<file path="src/rtl/id_ex_stage.sv">
// rtl/id_ex_stage.sv - ID/EX pipeline register with load-use hazard detection
//
// Captures the decoded ID instruction (fields, operands, control) and presents
// it to EX one cycle later. Detects a load in EX whose destination is read by
// the instruction in ID, and inserts a single bubble while stalling IF/ID.
//
// Ports:
//   clk, rst                 rising-edge clock, synchronous active-high reset
//   *_id                     decoded instruction from ID (valid_id qualifies it)
//   hold                     downstream stall, EX contents frozen
//   flush_ex                 squash the instruction entering EX
//   *_ex                     registered copies of the *_id inputs (bubble = all 0)
//   stall_id                 IF/PC and IF/ID must hold this cycle
//   load_use                 load-use hazard present this cycle
//   stall_cnt, flush_cnt     saturating bubble/flush event counters
module id_ex_stage #(
  parameter int XLEN  = 32,
  parameter int CNT_W = 16
) (
  input  logic             clk,
  input  logic             rst,
  input  logic             valid_id,
  input  logic [XLEN-1:0]  pc_id,
  input  logic [4:0]       rs1_id,
  input  logic [4:0]       rs2_id,
  input  logic [4:0]       rd_id,
  input  logic             uses_rs1_id,
  input  logic             uses_rs2_id,
  input  logic [XLEN-1:0]  rs1_data_id,
  input  logic [XLEN-1:0]  rs2_data_id,
  input  logic [XLEN-1:0]  imm_id,
  input  logic [2:0]       funct3_id,
  input  logic [3:0]       alu_op_id,
  input  logic             RegWrite_id,
  input  logic             MemRead_id,
  input  logic             MemWrite_id,
  input  logic             MemToReg_id,
  input  logic             ALUSrc_id,
  input  logic             Branch_id,
  input  logic             Jump_id,
  input  logic             hold,
  input  logic             flush_ex,
  output logic             valid_ex,
  output logic [XLEN-1:0]  pc_ex,
  output logic [4:0]       rs1_ex,
  output logic [4:0]       rs2_ex,
  output logic [4:0]       rd_ex,
  output logic [XLEN-1:0]  rs1_data_ex,
  output logic [XLEN-1:0]  rs2_data_ex,
  output logic [XLEN-1:0]  imm_ex,
  output logic [2:0]       funct3_ex,
  output logic [3:0]       alu_op_ex,
  output logic             RegWrite_ex,
  output logic             MemRead_ex,
  output logic             MemWrite_ex,
  output logic             MemToReg_ex,
  output logic             ALUSrc_ex,
  output logic             Branch_ex,
  output logic             Jump_ex,
  output logic             stall_id,
  output logic             load_use,
  output logic [CNT_W-1:0] stall_cnt,
  output logic [CNT_W-1:0] flush_cnt
);

  typedef struct packed {
    logic            valid;
    logic [XLEN-1:0] pc;
    logic [4:0]      rs1;
    logic [4:0]      rs2;
    logic [4:0]      rd;
    logic [XLEN-1:0] rs1_data;
    logic [XLEN-1:0] rs2_data;
    logic [XLEN-1:0] imm;
    logic [2:0]      funct3;
    logic [3:0]      alu_op;
    logic            reg_write;
    logic            mem_read;
    logic            mem_write;
    logic            mem_to_reg;
    logic            alu_src;
    logic            branch;
    logic            jump;
  } ex_t;

  localparam logic [CNT_W-1:0] CNT_MAX = '1;

  ex_t              ex_d, ex_q, id_pkt;
  logic [CNT_W-1:0] stall_cnt_d, stall_cnt_q;
  logic [CNT_W-1:0] flush_cnt_d, flush_cnt_q;

  always_comb begin
    id_pkt = '{valid: 1'b1, pc: pc_id, rs1: rs1_id, rs2: rs2_id, rd: rd_id,
               rs1_data: rs1_data_id, rs2_data: rs2_data_id, imm: imm_id,
               funct3: funct3_id, alu_op: alu_op_id, reg_write: RegWrite_id,
               mem_read: MemRead_id, mem_write: MemWrite_id,
               mem_to_reg: MemToReg_id, alu_src: ALUSrc_id,
               branch: Branch_id, jump: Jump_id};
  end

  // A load to x0 never produces a value worth waiting for.
  assign load_use = ex_q.valid & ex_q.mem_read & (ex_q.rd != 5'd0) & valid_id &
                    ((uses_rs1_id & (ex_q.rd == rs1_id)) |
                     (uses_rs2_id & (ex_q.rd == rs2_id)));

  // A flush discards the dependent instruction anyway, so no need to hold ID.
  assign stall_id = hold | (load_use & ~flush_ex);

  always_comb begin
    ex_d        = ex_q;
    stall_cnt_d = stall_cnt_q;
    flush_cnt_d = flush_cnt_q;
    if (hold) begin
      ex_d = ex_q;
    end else if (flush_ex) begin
      ex_d = '0;
      if (flush_cnt_q != CNT_MAX) flush_cnt_d = flush_cnt_q + 1'b1;
    end else if (load_use) begin
      ex_d = '0;
      if (stall_cnt_q != CNT_MAX) stall_cnt_d = stall_cnt_q + 1'b1;
    end else begin
      ex_d = valid_id ? id_pkt : '0;
    end
  end

  always_ff @(posedge clk) begin
    if (rst) begin
      ex_q        <= '0;
      stall_cnt_q <= '0;
      flush_cnt_q <= '0;
    end else begin
      ex_q        <= ex_d;
      stall_cnt_q <= stall_cnt_d;
      flush_cnt_q <= flush_cnt_d;
    end
  end

  assign valid_ex    = ex_q.valid;
  assign pc_ex       = ex_q.pc;
  assign rs1_ex      = ex_q.rs1;
  assign rs2_ex      = ex_q.rs2;
  assign rd_ex       = ex_q.rd;
  assign rs1_data_ex = ex_q.rs1_data;
  assign rs2_data_ex = ex_q.rs2_data;
  assign imm_ex      = ex_q.imm;
  assign funct3_ex   = ex_q.funct3;
  assign alu_op_ex   = ex_q.alu_op;
  assign RegWrite_ex = ex_q.reg_write;
  assign MemRead_ex  = ex_q.mem_read;
  assign MemWrite_ex = ex_q.mem_write;
  assign MemToReg_ex = ex_q.mem_to_reg;
  assign ALUSrc_ex   = ex_q.alu_src;
  assign Branch_ex   = ex_q.branch;
  assign Jump_ex     = ex_q.jump;
  assign stall_cnt   = stall_cnt_q;
  assign flush_cnt   = flush_cnt_q;

endmodule

</file>
<file path="config.mk">
export PLATFORM = sky130hd
export DESIGN_NAME = id_ex_stage
export DESIGN_NICKNAME = d
export VERILOG_FILES = /design/src/rtl/id_ex_stage.sv
export SDC_FILE = /design/constraint.sdc
export NUM_CORES = 1
export LEC_CHECK = 0
export ABC_CLOCK_PERIOD_IN_PS = 2300
export CORE_MARGIN = 5
export CORE_UTILIZATION = 41
export DETAILED_ROUTE_END_ITERATION = 10
export PLACE_DENSITY = 0.81
export SLEW_MARGIN = 25
export SYNTH_ARGS = -nofsm -noshare
export SYNTH_HDL_FRONTEND = slang
export SYNTH_SLANG_ARGS = --single-unit
</file>
<file path="constraint.sdc">
create_clock -name clk -period 2.3 [get_ports clk]
set_input_delay 0.345 -clock clk [delete_from_list [all_inputs] [get_ports clk]]
set_output_delay 0.345 -clock clk [all_outputs]
set_load 0.02 [all_outputs]
</file>
==> results.json <==
{
  "status": "complete, no violations",
  "num_rows": 48,
  "routed_wl_um": 22800,
  "final_util_pct": 68.5,
  "clock-root-buffer": "clkbuf_16",
  "core_area_um2": 17400,
  "gp_congestion": 0.781,
  "clk_path_buf_depth": 2,
  "drcViolationCount": 0,
  "avgSynthCellArea_um2": 10.2,
  "drt_iter0_drc": 237,
  "clock_sinks": 190,
  "power_leakage_nw": 4.84,
  "async_flop_share_pct": 0,
  "io_pins": 356,
  "grt_pass1_wl_um": 34500,
  "synth_top_family_by_area": "multiplexers",
  "grt_pass1_vias": 6469,
  "finalSetupViolations": 0,
  "grt_start_max_net_pins": 93,
  "final_common_cell": "clkdlybuf4s50_1",
  "relSlewSlack_pct": 54.1,
  "power_frac_comb_pct": 15.3,
  "drv_slew": 0,
  "drive_gt1_share_pct": 7.50,
  "cts_buffers": 17,
  "insertedDiodeCount": 0,
  "syn_inst": 716,
  "synthSimpleGateAreaFrac_pct": 16.5,
  "critical_path_class": "reg -> out",
  "tightest_slew_ns": 0.689,
  "synth-seq-cells": 190,
  "crit_path_max_fanout": 5,
  "initial_core_util_pct": 42.0,
  "yosysTopAreaCell": "dfxtp_1",
  "drt-pass1-iter-count": 4,
  "fmax_mhz": 457,
  "synth_ff_type": "dfxtp_1",
  "synth-xor-area-share_pct": 3.60,
  "synth_enable_flop_cells": 0,
  "power_frac_clock_pct": 39.2,
  "die_h_um": 143,
  "switchingPower_w": 0.00192,
  "worst_ep_required_time_ns": 1.96,
  "netlist.area_leader.share_pct": 52.2,
  "nets": 1248,
  "period_share_pct": 95.2,
  "yosysWarnings": 0,
  "syn_area_um2": 7290,
  "dieWidth_um": 143,
  "switching_share_pct": 25.1,
  "vias": 6447,
  "finalPower_w": 0.00764,
  "cts_tree": "yes",
  "antenna_found_initial": 0,
  "rr_worst_depth": 7,
  "numPortBuffers": 355,
  "power.internal_w": 0.00572,
  "p_seq_share_pct": 45.5,
  "clk_latency_ns": 0.43,
  "p_per_area_nw_per_um2": 643,
  "ys_seq_area_share_pct": 52.2,
  "crit_path_max_incr_delay_ns": 0.48,
  "fin_worst_skew_ns": 0.0103,
  "mostFrequentLayoutCells": "clkdlybuf4s50_1, dfxtp_1, nor2_1, mux2i_1",
  "routedWlPerCell_um": 17.2,
  "synth-compound-area-share_pct": 2.32,
  "cp.arrival_ns": 1.84,
  "path_cells": "xnor2_1, nand4_1, o22ai_4, and2_2, a21o_1, buf_2",
  "maxCapViolCount": 0,
  "finalHoldViolCount": 0,
  "clk_pin_slew_worst_paths_ns": 0.07,
  "synth_nets": 882,
  "vdd_drop_max_v": 0.000507,
  "vias_per_cell": 4.89,
  "setup.worst_path.start_class": "register",
  "period_needed_ns": 2.19,
  "synth_fa_ha_area_share_pct": 0.343,
  "ys_types": 48,
  "area_growth_pct": 63.1,
  "htreeDepth": 4,
  "worst_path_max_delay_cell": "dfxtp_1",
  "hold_path.class": "reg -> reg",
  "hold_depth": 2,
  "synth_mux_area_share_pct": 22.2,
  "yosys-top-cells-area": "dfxtp_1, mux2i_1, nor2_1",
  "cts_hold_buf": 0,
  "globalRouteOverflowTotal": 0,
  "worst_setup_path_end_kind": "primary output",
  "final_antenna_net_count": 0,
  "rsz0062_at_grt": "false",
  "dp_hpwl_um": 17300,
  "track_usage_pct": 21.4,
  "die_area_um2": 20500
}
## cell type report
class                           instances  area, um2
Fill cell                            1364       5470
Clock inverter                         13        155
Clock buffer                           18        439
Inverter                                5       18.8
Tap cell                              225        282
Multi-Input combinational cell        482       3290
Timing Repair Buffer                  386       3910
Sequential cell                       190       3800
## worst paths after layout
path | from | end | slack [ns]
setup / recovery | rd_ex[0]$_SDFFE_PP0N_ | stall_id | 0.11
hold / removal | rs1_data_ex[11]$_SDFFE_PP0N_ | rs1_data_ex[11]$_SDFFE_PP0N_ | 0.49
setup reg to reg | stall_cnt[0]$_SDFFE_PP0P_ | stall_cnt[11]$_SDFFE_PP0P_ | 0.15
hold reg to reg | rs1_data_ex[11]$_SDFFE_PP0N_ | rs1_data_ex[11]$_SDFFE_PP0N_ | 0.49
## state kept, by name (all words and copies together), names as in the netlist, 3 cells and up
register / flops
stall_cnt: 16
imm_ex: 32
rs1_data_ex: 32
rd_ex: 5
rs1_ex: 5
pc_ex: 32
alu_op_ex: 4
flush_cnt: 16
funct3_ex: 3
rs2_ex: 5
rs2_data_ex: 32
## stage by stage
step / worst slack [ns] / instances / TNS, ns / hold WS (ns) / instance area (um2)
2_1_floorplan: 0.0815 / 716 / 0 / 0.489 / 7290
3_3_place_gp: -0.362 / 1288 / -24.94 / 0.454 / 11300
3_5_place_dp: -0.359 / 1288 / -24.59 / 0.469 / 11300
4_1_cts: 0.0171 / 1319 / 0 / 0.479 / 11900
5_1_grt: 0.00455 / 1319 / 0 / 0.492 / 11900
6_report: 0.110 / 1319 / 0 / 0.494 / 11900
## critical path: cells and delay by family (launching register included)
family | cells | cell delay [ns]
simple gates | 2 | 0.36
compound gates | 2 | 0.28
flops | 1 | 0.48
buf+inv | 1 | 0.15
xor+xnor | 1 | 0.15
## power groups by stage
stage                     sequential (W)  clock, W  combinational, W
after floorplan                  0.00370         0          0.000367
after global placement           0.00355         0           0.00116
after detailed placement         0.00355         0           0.00117
after CTS                        0.00348   0.00305           0.00118
after global routing             0.00349   0.00321           0.00125
final                            0.00348   0.00299           0.00117
## synthesized netlist by cell type, types with 2 or more instances
master / n
buf_2: 15
nor4_2: 2
dfxtp_1: 190
mux2i_1: 158
nor3_1: 5
nand3_1: 21
nand4_1: 11
nor2b_1: 2
o31ai_1: 2
or2_2: 2
xor2_1: 10
nor2_1: 189
inv_1: 5
and2_1: 2
nand2_1: 13
a21oi_1: 6
clkbuf_1: 21
and3_1: 5
mux2_1: 3
nor4_1: 4
and4_1: 3
ha_1: 2
xnor2_1: 20
## kinds of logic (layout without fill, tap and decap cells)
family | after synthesis | count (layout)
simple gates | 268 | 268
flops | 190 | 190
mux | 161 | 161
buf+inv | 44 | 422
xor+xnor | 30 | 30
compound gates | 21 | 21
fa+ha+maj | 2 | 2
## per-layer routing
metal	GRT usage, %	routed length [um]
met2	37.3	11600
met3	7.95	1900
met4	7.48	640
met1	24.2	8620
met5	0	0
## what timing repair did
| item | CTS | global route |
|---|---|---|
| gates resized for setup | 5 | 3 |
| hold endpoints to repair | 0 | 0 |
| setup buffers | 0 | 0 |
| pin swaps | 1 | 0 |
| setup endpoints to repair | 2 | 2 |
Note: power is estimated with default switching activity, not from simulation.
